--- src/rtl/panel_io_pkg.sv ---
// panel_io_pkg: shared types and sizing helpers for the front-panel frame sequencer.
// Latency: n/a (declarations only).
// Backpressure: n/a.
package panel_io_pkg;

    typedef enum logic [2:0] {
        S_IDLE,
        S_LOAD,
        S_SHIFT,
        S_LATCH,
        S_GAP
    } state_t;

    localparam int DEF_OUT_BITS = 32;
    localparam int DEF_IN_BITS  = 24;

    // Shift phase length: both chain types share one bit clock, so the frame
    // runs for the longer of the two chains.
    function automatic int max_bits(input int a, input int b);
        return (a > b) ? a : b;
    endfunction

endpackage

--- src/rtl/panel_io_scheduler_tick_divider.sv ---
// tick_divider: 1-cycle strobe every DIV clk cycles, phase held at zero while clear is high.
// Latency: first tick DIV cycles after clear drops.
// Backpressure: none; free-running once released.
// Ports: clk, reset (sync, active-high), clear (hold phase at 0), tick (strobe out).
module tick_divider #(
    parameter int DIV = 4
) (
    input  logic clk,
    input  logic reset,
    input  logic clear,
    output logic tick
);

    localparam int             CW   = (DIV > 1) ? $clog2(DIV) : 1;
    localparam logic [CW-1:0]  LAST = CW'(DIV - 1);

    logic [CW-1:0] cnt;

    always_ff @(posedge clk) begin
        if (reset || clear) begin
            cnt <= '0;
        end else if (cnt == LAST) begin
            cnt <= '0;
        end else begin
            cnt <= cnt + 1'b1;
        end
    end

    assign tick = (cnt == LAST) && !clear;

endmodule

--- src/rtl/panel_io_scheduler.sv ---
// panel_io_scheduler: one combined frame drives two 595 lamp chains and samples three 165 switch chains.
// Latency: frame = (4 + 2*N + GAP)*DIV cycles; switch words publish STABLE_FRAMES frames after settling.
// Backpressure: none; enable is a level, a running frame always completes before going idle.
// Ports: clk, reset, enable, out_data_0/1 (lamp words), qh_0..2 (165 serial in),
//        srclk, rclk, sh_ldn, ser_0/1 (chain pins), in_data_0..2 + in_valid (debounced switches), busy.
module panel_io_scheduler
    import panel_io_pkg::*;
#(
    parameter int OUT_BITS      = DEF_OUT_BITS,
    parameter int IN_BITS       = DEF_IN_BITS,
    parameter int DIV           = 4,
    parameter int GAP           = 2,
    parameter int STABLE_FRAMES = 2
) (
    input  logic                clk,
    input  logic                reset,
    input  logic                enable,
    input  logic [OUT_BITS-1:0] out_data_0,
    input  logic [OUT_BITS-1:0] out_data_1,
    input  logic                qh_0,
    input  logic                qh_1,
    input  logic                qh_2,
    output logic                srclk,
    output logic                rclk,
    output logic                sh_ldn,
    output logic                ser_0,
    output logic                ser_1,
    output logic [IN_BITS-1:0]  in_data_0,
    output logic [IN_BITS-1:0]  in_data_1,
    output logic [IN_BITS-1:0]  in_data_2,
    output logic                in_valid,
    output logic                busy
);

    localparam int              N        = max_bits(OUT_BITS, IN_BITS);
    localparam int              KW       = $clog2(N + 1);
    localparam logic [KW-1:0]   K_LAST   = KW'(N - 1);
    localparam logic [KW-1:0]   K_IN     = KW'(IN_BITS);
    localparam int              MW       = $clog2(STABLE_FRAMES + 1);
    localparam logic [MW-1:0]   M_LAST   = MW'(STABLE_FRAMES - 1);
    localparam int              HCW      = (GAP > 2) ? $clog2(GAP) : 1;
    localparam logic [HCW-1:0]  GAP_LAST = HCW'((GAP > 0) ? GAP - 1 : 0);

    state_t              state;
    logic [HCW-1:0]      hc;        // half-period count inside LOAD/LATCH/GAP
    logic                high;      // SHIFT: 0 = low half, 1 = high half
    logic [KW-1:0]       k;         // SHIFT bit index
    logic [OUT_BITS-1:0] shadow_0, shadow_1;
    logic [IN_BITS-1:0]  cap_0, cap_1, cap_2;
    logic [IN_BITS-1:0]  prev_0, prev_1, prev_2;
    logic [MW-1:0]       match;
    logic                tick;

    tick_divider #(.DIV(DIV)) u_tick (
        .clk   (clk),
        .reset (reset),
        .clear (state == S_IDLE),
        .tick  (tick)
    );

    logic          latch_end;
    logic          end_frame;
    logic [MW-1:0] match_nxt;
    logic          publish;

    always_comb begin
        latch_end = tick && (state == S_LATCH) && hc[0];
        end_frame = (tick && (state == S_GAP) && (hc == GAP_LAST)) ||
                    ((GAP == 0) && latch_end);
        match_nxt = '0;
        if ({cap_2, cap_1, cap_0} == {prev_2, prev_1, prev_0}) begin
            match_nxt = (match == M_LAST) ? M_LAST : match + 1'b1;
        end
        // Only publish a stable word that actually differs from what is out there.
        publish = (match_nxt == M_LAST) &&
                  ({cap_2, cap_1, cap_0} != {in_data_2, in_data_1, in_data_0});
    end

    always_ff @(posedge clk) begin
        if (reset) begin
            state     <= S_IDLE;
            hc        <= '0;
            high      <= 1'b0;
            k         <= '0;
            srclk     <= 1'b0;
            rclk      <= 1'b0;
            sh_ldn    <= 1'b1;
            ser_0     <= 1'b0;
            ser_1     <= 1'b0;
            busy      <= 1'b0;
            in_valid  <= 1'b0;
            in_data_0 <= '0;
            in_data_1 <= '0;
            in_data_2 <= '0;
            shadow_0  <= '0;
            shadow_1  <= '0;
            cap_0     <= '0;
            cap_1     <= '0;
            cap_2     <= '0;
            prev_0    <= '0;
            prev_1    <= '0;
            prev_2    <= '0;
            match     <= '0;
        end else begin
            in_valid <= 1'b0;

            if (latch_end) begin
                match  <= match_nxt;
                prev_0 <= cap_0;
                prev_1 <= cap_1;
                prev_2 <= cap_2;
                if (publish) begin
                    in_data_0 <= cap_0;
                    in_data_1 <= cap_1;
                    in_data_2 <= cap_2;
                    in_valid  <= 1'b1;
                end
            end

            if (end_frame) begin
                hc <= '0;
                if (enable) begin
                    // Back-to-back frame: busy stays high, lamps resnapshot here.
                    state    <= S_LOAD;
                    sh_ldn   <= 1'b0;
                    shadow_0 <= out_data_0;
                    shadow_1 <= out_data_1;
                end else begin
                    state <= S_IDLE;
                    busy  <= 1'b0;
                end
            end else begin
                case (state)
                    S_IDLE: begin
                        if (enable) begin
                            state    <= S_LOAD;
                            busy     <= 1'b1;
                            sh_ldn   <= 1'b0;
                            shadow_0 <= out_data_0;
                            shadow_1 <= out_data_1;
                            hc       <= '0;
                        end
                    end
                    S_LOAD: begin
                        if (tick) begin
                            if (!hc[0]) begin
                                sh_ldn <= 1'b1;
                                hc     <= HCW'(1);
                            end else begin
                                // Present bit 0 for the first low half; shadow drains MSB first
                                // and feeds zeros once a shorter lamp chain is exhausted.
                                state    <= S_SHIFT;
                                hc       <= '0;
                                high     <= 1'b0;
                                k        <= '0;
                                ser_0    <= shadow_0[OUT_BITS-1];
                                ser_1    <= shadow_1[OUT_BITS-1];
                                shadow_0 <= shadow_0 << 1;
                                shadow_1 <= shadow_1 << 1;
                            end
                        end
                    end
                    S_SHIFT: begin
                        if (tick) begin
                            if (!high) begin
                                // Sample QH before the rising edge shifts the 165s.
                                if (k < K_IN) begin
                                    cap_0 <= {cap_0[IN_BITS-2:0], qh_0};
                                    cap_1 <= {cap_1[IN_BITS-2:0], qh_1};
                                    cap_2 <= {cap_2[IN_BITS-2:0], qh_2};
                                end
                                srclk <= 1'b1;
                                high  <= 1'b1;
                            end else begin
                                srclk <= 1'b0;
                                high  <= 1'b0;
                                if (k == K_LAST) begin
                                    state <= S_LATCH;
                                    rclk  <= 1'b1;
                                    ser_0 <= 1'b0;
                                    ser_1 <= 1'b0;
                                    hc    <= '0;
                                end else begin
                                    k        <= k + 1'b1;
                                    ser_0    <= shadow_0[OUT_BITS-1];
                                    ser_1    <= shadow_1[OUT_BITS-1];
                                    shadow_0 <= shadow_0 << 1;
                                    shadow_1 <= shadow_1 << 1;
                                end
                            end
                        end
                    end
                    S_LATCH: begin
                        if (tick) begin
                            if (!hc[0]) begin
                                rclk <= 1'b0;
                                hc   <= HCW'(1);
                            end else begin
                                state <= S_GAP;
                                hc    <= '0;
                            end
                        end
                    end
                    S_GAP: begin
                        if (tick) begin
                            hc <= hc + 1'b1;
                        end
                    end
                    default: state <= S_IDLE;
                endcase
            end
        end
    end

endmodule

--- config.mk ---
export PLATFORM = sky130hd
export DESIGN_NAME = panel_io_scheduler
export DESIGN_NICKNAME = d
export VERILOG_FILES = /design/src/rtl/panel_io_pkg.sv /design/src/rtl/panel_io_scheduler_tick_divider.sv /design/src/rtl/panel_io_scheduler.sv
export SDC_FILE = /design/constraint.sdc
export NUM_CORES = 1
export LEC_CHECK = 0
export CORE_MARGIN = 3
export CORE_UTILIZATION = 55
export DETAILED_ROUTE_END_ITERATION = 8
export PLACE_DENSITY_LB_ADDON = 0.08
export SYNTH_ARGS = -nofsm -noshare
export SYNTH_HDL_FRONTEND = slang
export SYNTH_SLANG_ARGS = --single-unit
--- constraint.sdc ---
create_clock -name clk -period 5.25 [get_ports clk]
set_clock_uncertainty 0.05 [all_clocks]
set_input_delay 0.7875 -clock clk [delete_from_list [all_inputs] [get_ports clk]]
set_output_delay 0.7875 -clock clk [all_outputs]
set_load 0.005 [all_outputs]
==> metrics.log, run 1 <==
[metrics] sequential share of the synthesized area: 43.1%
[metrics] unrepaired setup endpoints after global routing: no
[metrics] global-route wire length before repair: 56900 um
[metrics] Top Usage Layer GRT: met2
[metrics] Fmax: 321 MHz
[metrics] final hold slack: 384 ps
[metrics] most frequent cell after synthesis: dfxtp_1
[metrics] ys flop type: dfxtp_1
[metrics] result of the run: finished clean
[metrics] wire length after detailed routing: 35300 um
[metrics] leftover overflow at the end of global routing: 0
[metrics] insertion delay to the later sink of the worst-skew pair: 550 ps
[metrics] count of unique library cells instantiated by Yosys: 50
[metrics] TNS Setup: 0 ps
[metrics] number of nets in the synthesized netlist: 1701
[metrics] largest net degree at the start of global routing: 184
[metrics] power density cells: 385 nW/um2
[metrics] largest voltage drop on the vdd net: 0.463 mV
[metrics] TritonCTS clock tree: built
[metrics] overall global routing resource usage: 24.6%
[metrics] Slew @ Worst Pin: 1010 ps
[metrics] post-DR wirelength/cell: 17.2 um
[metrics] routed via count: 11300
[metrics] Tcrit/Tclk final: 59.3%
[metrics] number of failing setup endpoints in the final timing report: 0
[metrics] max-capacitance violation count: 0
[metrics] die area: 27500 um2
[metrics] length in cells of the worst reg-to-reg path: 7
[metrics] Leakage: 5.63 nW
[metrics] vias in the first global route: 10500
[metrics] Std-Cell Rows: 57
[metrics] CTS hold repair buffers: 0
[metrics] biggest fanout along the worst timing path: 22
[metrics] Post-Layout Inst Area: 16500 um2
[metrics] endpoints failing hold: 0
[metrics] async set-or-reset flop fraction in the synthesized netlist: 0%
[metrics] Die X: 166 um
[metrics] clock tree root driver cell: clkbuf_16
[metrics] number of antenna violations at the first check in global routing: 1
[metrics] cell taking the most area after synthesis: dfxtp_1
[metrics] Startpoint Class: register
[metrics] number of synthesis warnings: 0
[metrics] Post-Syn Area per Cell: 8.62 um2
[metrics] Max H-tree Level: 1
[metrics] Setup crit end kind: register
[metrics] type of the worst setup path: register to register
[metrics] part of the total power dissipated in sequential elements: 41.4%
[metrics] final slew viol count: 0
[metrics] fraction of power spent switching nets: 32.0%
[metrics] count of flip-flops with a built-in enable after synthesis: 0
[metrics] top area cells in the synthesized netlist: dfxtp_1 (43%), nand2_1 (8.0%), nand2b_1 (6.6%)
[metrics] detailed-placement wirelength estimate: 22900 um
[metrics] DRC violation count after routing: 0
[metrics] initial core utilization: 56.9%
[metrics] Worst Path Arrival: 3520 ps
[metrics] Layout Nets: 1776
[metrics] shortest clock period the worst path allows after layout: 3110 ps
[metrics] Worst slew margin: 30.7%
[metrics] number of buffer cells added on primary ports: 148
[metrics] ANT nets after route: 0
[metrics] number of DRC markers after the initial detailed-route iteration: 1051
[metrics] y dimension of the die: 166 um
[metrics] flop and latch count out of synthesis: 302
[metrics] Vias per Instance: 5.51
[metrics] maximum clock path buffer count: 3
[metrics] Internal Pwr Total: 4.32 mW
[metrics] Cells on Worst Hold Path: 1
[metrics] placeable core region: 24700 um2
[metrics] switching power summed over all nets: 2.03 mW
[metrics] Hold WC Path Type: register to register
[metrics] Comb power frac: 25.7%
[metrics] clock transition at the registers of the reported paths: 60 ps
[metrics] Cell Count, Final, Fillers Out: 2049
[metrics] final weighted congestion in routability-driven placement: 0.938
[metrics] Resize count post-CTS: 0
[metrics] Overall Power: 6.35 mW
[metrics] Synth top cells by count: dfxtp_1 (302), nand2_1 (299), a21oi_1 (152), nand2b_1 (148), clkbuf_1 (86)
[metrics] clock share of power: 32.9%
[metrics] cell count after synthesis: 1629
[metrics] fraction of final layout cells sized beyond drive strength 1: 6.67%
[metrics] number of placed instances with taps included: 1995
[metrics] met3 track utilization from global routing: 4.33%
[metrics] Clock Sink Count: 302
[metrics] synth-to-layout area growth: 17.3%
[metrics] top cell type's share of synthesized area: 43.1%
[metrics] Global Route met1 Usage: 36.4%
[metrics] IO Count: 149
[metrics] post-synth design cell area: 14000 um2
[metrics] global-route track usage on met2: 37.5%
[metrics] worst path required time: 5660 ps
[metrics] detailed-router iteration count before antenna repair: 5
[metrics] number of buffers added for setup after CTS: 0
[metrics] total clock buffers created by CTS: 31
[metrics] placement-stage cell area: 15500 um2
[per-stage QoR]
step / util [%] / setup WS, ps
detailed placement: 62.9 / 2100
global placement: 62.9 / 2150
global route: 66.8 / 1910
floorplan: - / 3040
CTS: 66.8 / 2060
finish: 66.8 / 2140
[sequential cells by signal, indices dropped and copies added, names as in the netlist, 2 cells and up]
| signal | count |
|---|---|
| cap_2 | 24 |
| shadow_0 | 32 |
| in_data_0 | 24 |
| match | 2 |
| cap_1 | 24 |
| prev_0 | 24 |
| in_data_1 | 24 |
| prev_2 | 24 |
| shadow_1 | 32 |
| k | 6 |
| state | 3 |
| prev_1 | 24 |
| in_data_2 | 24 |
| u_tick.cnt | 2 |
| cap_0 | 24 |
[power groups by stage]
stage / Combinational [mW] / Sequential, mW / Clock, mW
floorplan: 1.46 / 2.61 / 0
global placement: 1.61 / 2.66 / 0
detailed placement: 1.63 / 2.67 / 0
CTS: 1.64 / 2.62 / 2.12
global route: 1.84 / 2.65 / 2.21
finish: 1.63 / 2.62 / 2.09
[cell type report]
| cell class | instances | area, um2 |
|---|---|---|
| antenna | 1 | 2.50 |
| clock buffer | 45 | 888 |
| clock inverter | 8 | 68.8 |
| fill | 2107 | 8200 |
| inverter | 4 | 15.0 |
| multi-input combinational | 1202 | 7430 |
| sequential | 302 | 6050 |
| tap | 324 | 405 |
| timing repair buffer | 163 | 1620 |
[critical path: stages (launching register included)]
cell and delay, ps:
dfxtp_1 380, xnor2_1 360, nand4_1 220, nor4_2 380, nand3_1 180, a211oi_4 690
buf_4 500, mux2i_1 240
[cell families after synthesis]
family | Yosys count | share of synthesized area, %
flip-flops | 302 | 43.1
adder cells (fa/ha/maj) | 3 | 0.258
XOR/XNOR | 150 | 9.35
AND/OR/NAND/NOR | 669 | 23.6
multiplexers | 77 | 5.49
buffers and inverters | 125 | 4.30
AO/OA/AOI/OAI | 303 | 13.9
[layout by cell type, fill, tap and decap left out, types with 25 or more instances in the layout]
| cell type | n |
|---|---|
| nor2_1 | 83 |
| o21ai_0 | 67 |
| nand2_1 | 298 |
| a211oi_1 | 25 |
| nand4_1 | 26 |
| mux2i_1 | 77 |
| clkdlybuf4s50_1 | 146 |
| dfxtp_1 | 302 |
| xor2_1 | 67 |
| xnor2_1 | 83 |
| a211oi_2 | 40 |
| a21oi_1 | 152 |
| nand2b_1 | 148 |
| nand3b_1 | 64 |
| clkbuf_16 | 31 |
[per-layer routing]
metal | part of all wire (%) | vias up
met1 | 47 | 5318
met3 | 6.2 | 59
li1 | - | 5627
met2 | 45 | 291
met4 | 2.4 | 0
met5 | 0 | -
[final timing paths]
kind / from / to / slack, ps
min reg2reg: u_tick.cnt[0] / u_tick.cnt[0] / 380
min: u_tick.cnt[0] / u_tick.cnt[0] / 380
max reg2reg: cap_1[14] / in_data_0[5] / 2140
max: cap_1[14] / in_data_0[5] / 2140
No activity file was read; power rests on OpenSTA's default activity.
==> run 2, diff against run 1 <==
==> constraint.sdc (replaced) <==
create_clock -name clk -period 2.9 [get_ports clk]
set_clock_uncertainty 0.05 [all_clocks]
set_input_delay 0.435 -clock clk [delete_from_list [all_inputs] [get_ports clk]]
set_output_delay 0.435 -clock clk [all_outputs]
set_load 0.005 [all_outputs]
==> metrics.log, run 2 (synthesis gave the netlist of run 1 again) <==
[metrics] total clock buffers created by CTS: 31 (unchanged)
[metrics] wire length after detailed routing: 35600 um (+0.64%)
[metrics] number of failing setup endpoints in the final timing report: 0 (unchanged)
[metrics] detailed-router iteration count before antenna repair: 5 (unchanged)
[metrics] largest net degree at the start of global routing: 80 (-57%)
[metrics] insertion delay to the later sink of the worst-skew pair: 560 ps (about the same)
[metrics] Die X: 166 um (unchanged)
[metrics] Std-Cell Rows: 57 (unchanged)
[metrics] launch point of the worst path: cap_2[7]
[metrics] TritonCTS clock tree: built
[metrics] setup slack after placement: 45.8 ps (-2050 ps)
[metrics] detailed-placement wirelength estimate: 23800 um (+4.0%)
[metrics] CTS hold repair buffers: 0 (unchanged)
[metrics] Startpoint Class: register
[metrics] Post-Layout Inst Area: 16800 um2 (+2.1%)
[metrics] power density cells: 704 nW/um2 (+83%)
[metrics] Setup crit end kind: register
[metrics] length in cells of the worst reg-to-reg path: 6 (-1)
[metrics] Vias per Instance: 5.58 (+1.2%)
[metrics] post-DR wirelength/cell: 17.2 um (-0.33%)
[metrics] clock tree root driver cell: clkbuf_16
[metrics] biggest fanout along the worst timing path: 6 (-73%)
[metrics] largest voltage drop on the vdd net: 0.903 mV (+95%)
[metrics] startpoint of the tightest hold check path: reset
[metrics] shortest clock period the worst path allows after layout: 2790 ps (-323 ps)
[metrics] final hold slack: 273 ps (-111 ps)
[metrics] placeable core region: 24700 um2 (unchanged)
[metrics] die area: 27500 um2 (unchanged)
[metrics] placement-stage cell area: 15800 um2 (+1.8%)
[metrics] CP max-delay cell: a2111oi_1
[metrics] Top Registers: shadow_0 (32), shadow_1 (32)
[metrics] Fmax: 359 MHz (+12%)
[metrics] filler cell count in the final layout: 2056 (-2.4%)
[metrics] ANT nets after route: 0 (unchanged)
[metrics] TNS Setup: 0 ps (unchanged)
[metrics] Cells on Worst Hold Path: 2 (+1)
[metrics] Worst Path Arrival: 3240 ps (-280 ps)
[metrics] endpoints failing hold: 0 (unchanged)
[metrics] y dimension of the die: 166 um (unchanged)
[metrics] antenna diode count: 0 (-1)
[metrics] Max H-tree Level: 1 (unchanged)
[metrics] footprint of the multi-input gates: 7430 um2 (about the same)
[metrics] initial core utilization: 56.9% (unchanged)
[metrics] leftover overflow at the end of global routing: 0 (unchanged)
[metrics] worst path required time: 3350 ps (-2310 ps)
[metrics] cell breakdown of the critical path: xnor2_1 -> nand4_1 -> nor4_1 -> nand3_1 -> a2111oi_1 -> buf_4
[metrics] Clock Sink Count: 302 (unchanged)
[metrics] Worst slew margin: 30.3% (-0.47 points)
[metrics] commonest non-fill, non-tap cell in the layout: dfxtp_1
[metrics] fraction of final layout cells sized beyond drive strength 1: 8.02% (+1.4 points)
[metrics] clock transition at the registers of the reported paths: 60 ps (about the same)
[metrics] routed via count: 11500 (+2.2%)
[metrics] post-layout worst setup margin: 112 ps (-2030 ps)
[metrics] area taken by flip-flops and latches: 6050 um2 (unchanged)
[metrics] number of buffer cells added on primary ports: 148 (unchanged)
[metrics] DRC violation count after routing: 0 (unchanged)
[metrics] type of the worst setup path: register to register
[metrics] Leakage: 5.82 nW (+3.3%)
[metrics] unrepaired setup endpoints after global routing: no
[metrics] result of the run: finished clean
[metrics] highest-count cells in the layout ignoring fill and taps: dfxtp_1 (302), nand2_1 (298), a21oi_1 (152)
[metrics] Layout Nets: 1797 (+1.2%)
[metrics] Tcrit/Tclk final: 96.2% (+37 points)
[metrics] overall global routing resource usage: 24.8% (+0.19 points)
[metrics] max-capacitance violation count: 0 (unchanged)
[metrics] final slew viol count: 0 (unchanged)
[metrics] Overall Power: 11.8 mW (+87%)
[metrics] biggest cell delay along the critical path: 980 ps (+290 ps)
[metrics] r2r startpoint: cap_2[7]
[metrics] Slew @ Worst Pin: 1040 ps (+30.6 ps)
[metrics] number of antenna violations at the first check in global routing: 0 (-1)
[metrics] global-route wire length before repair: 57300 um (+0.76%)
[metrics] vias in the first global route: 10600 (+0.97%)
[metrics] final weighted congestion in routability-driven placement: 0.910 (-3.0%)
[metrics] maximum clock path buffer count: 3 (unchanged)
[metrics] number of DRC markers after the initial detailed-route iteration: 1060 (+0.86%)
[metrics] Hold WC Path Type: input port to register
[metrics] synth-to-layout area growth: 19.8%
[metrics] IO Count: 149 (unchanged)
run 2: cell count changes in the layout (fill, tap and decap cells not counted):
cell and change:
a2111oi_0 -1, a2111oi_1 +1, buf_12 +10, buf_4 +11
bufinv_16 +1, clkbuf_1 -4, clkbuf_8 +4, clkinv_2 -1
clkinv_4 -1, diode_2 -1, inv_6 +1
run 2: final timing paths:
check | endpoint | slack [ps]
max | in_valid | 110
min | ser_0 | 270
max reg2reg | in_valid | 110
min reg2reg | u_tick.cnt[0] | 380
run 2: timing repair:
item | in CTS | in global routing
buffers inserted | 0 | 0
setup endpoints to repair | 0 | 1
endpoints found under the hold margin | 0 | 0
gates resized for setup | 0 | 1
run 2: critical path, delay by kind of cell, from the launching register on:
family	cells	cell delay (ps)
AO/OA/AOI/OAI	1	980
XOR/XNOR	1	400
buffers and inverters	1	230
flip-flops	1	380
AND/OR/NAND/NOR	3	690
run 2: cell type report:
cell class / instances / share of cell area [%]
Inverter: 4 / 0.0892
Multi-Input combinational cell: 1202 / 44.2
Timing Repair Buffer: 184 / 11.3
Clock buffer: 45 / 5.52
Tap cell: 324 / 2.41
Sequential cell: 302 / 35.9
Clock inverter: 8 / 0.558
run 2: stage by stage:
step	cells	util, %
after floorplan	1629	-
after global placement	2016	64.0
after detailed placement	2016	64.0
after CTS	2069	68.2
after global routing	2069	68.2
final	2069	68.2
run 2: power by group:
part	internal, mW	switching (mW)
clock network	2.37	1.61
registers	4.53	0.222
logic	1.21	1.90
total	8.10	3.73
run 2: metal layers:
layer	routed length [um]	up-vias	track usage, %
met5	0	-	0
met4	781	0	5.75
met3	2310	57	3.57
met2	16200	324	39.2
met1	16300	5482	36.3
li1	-	5676	-
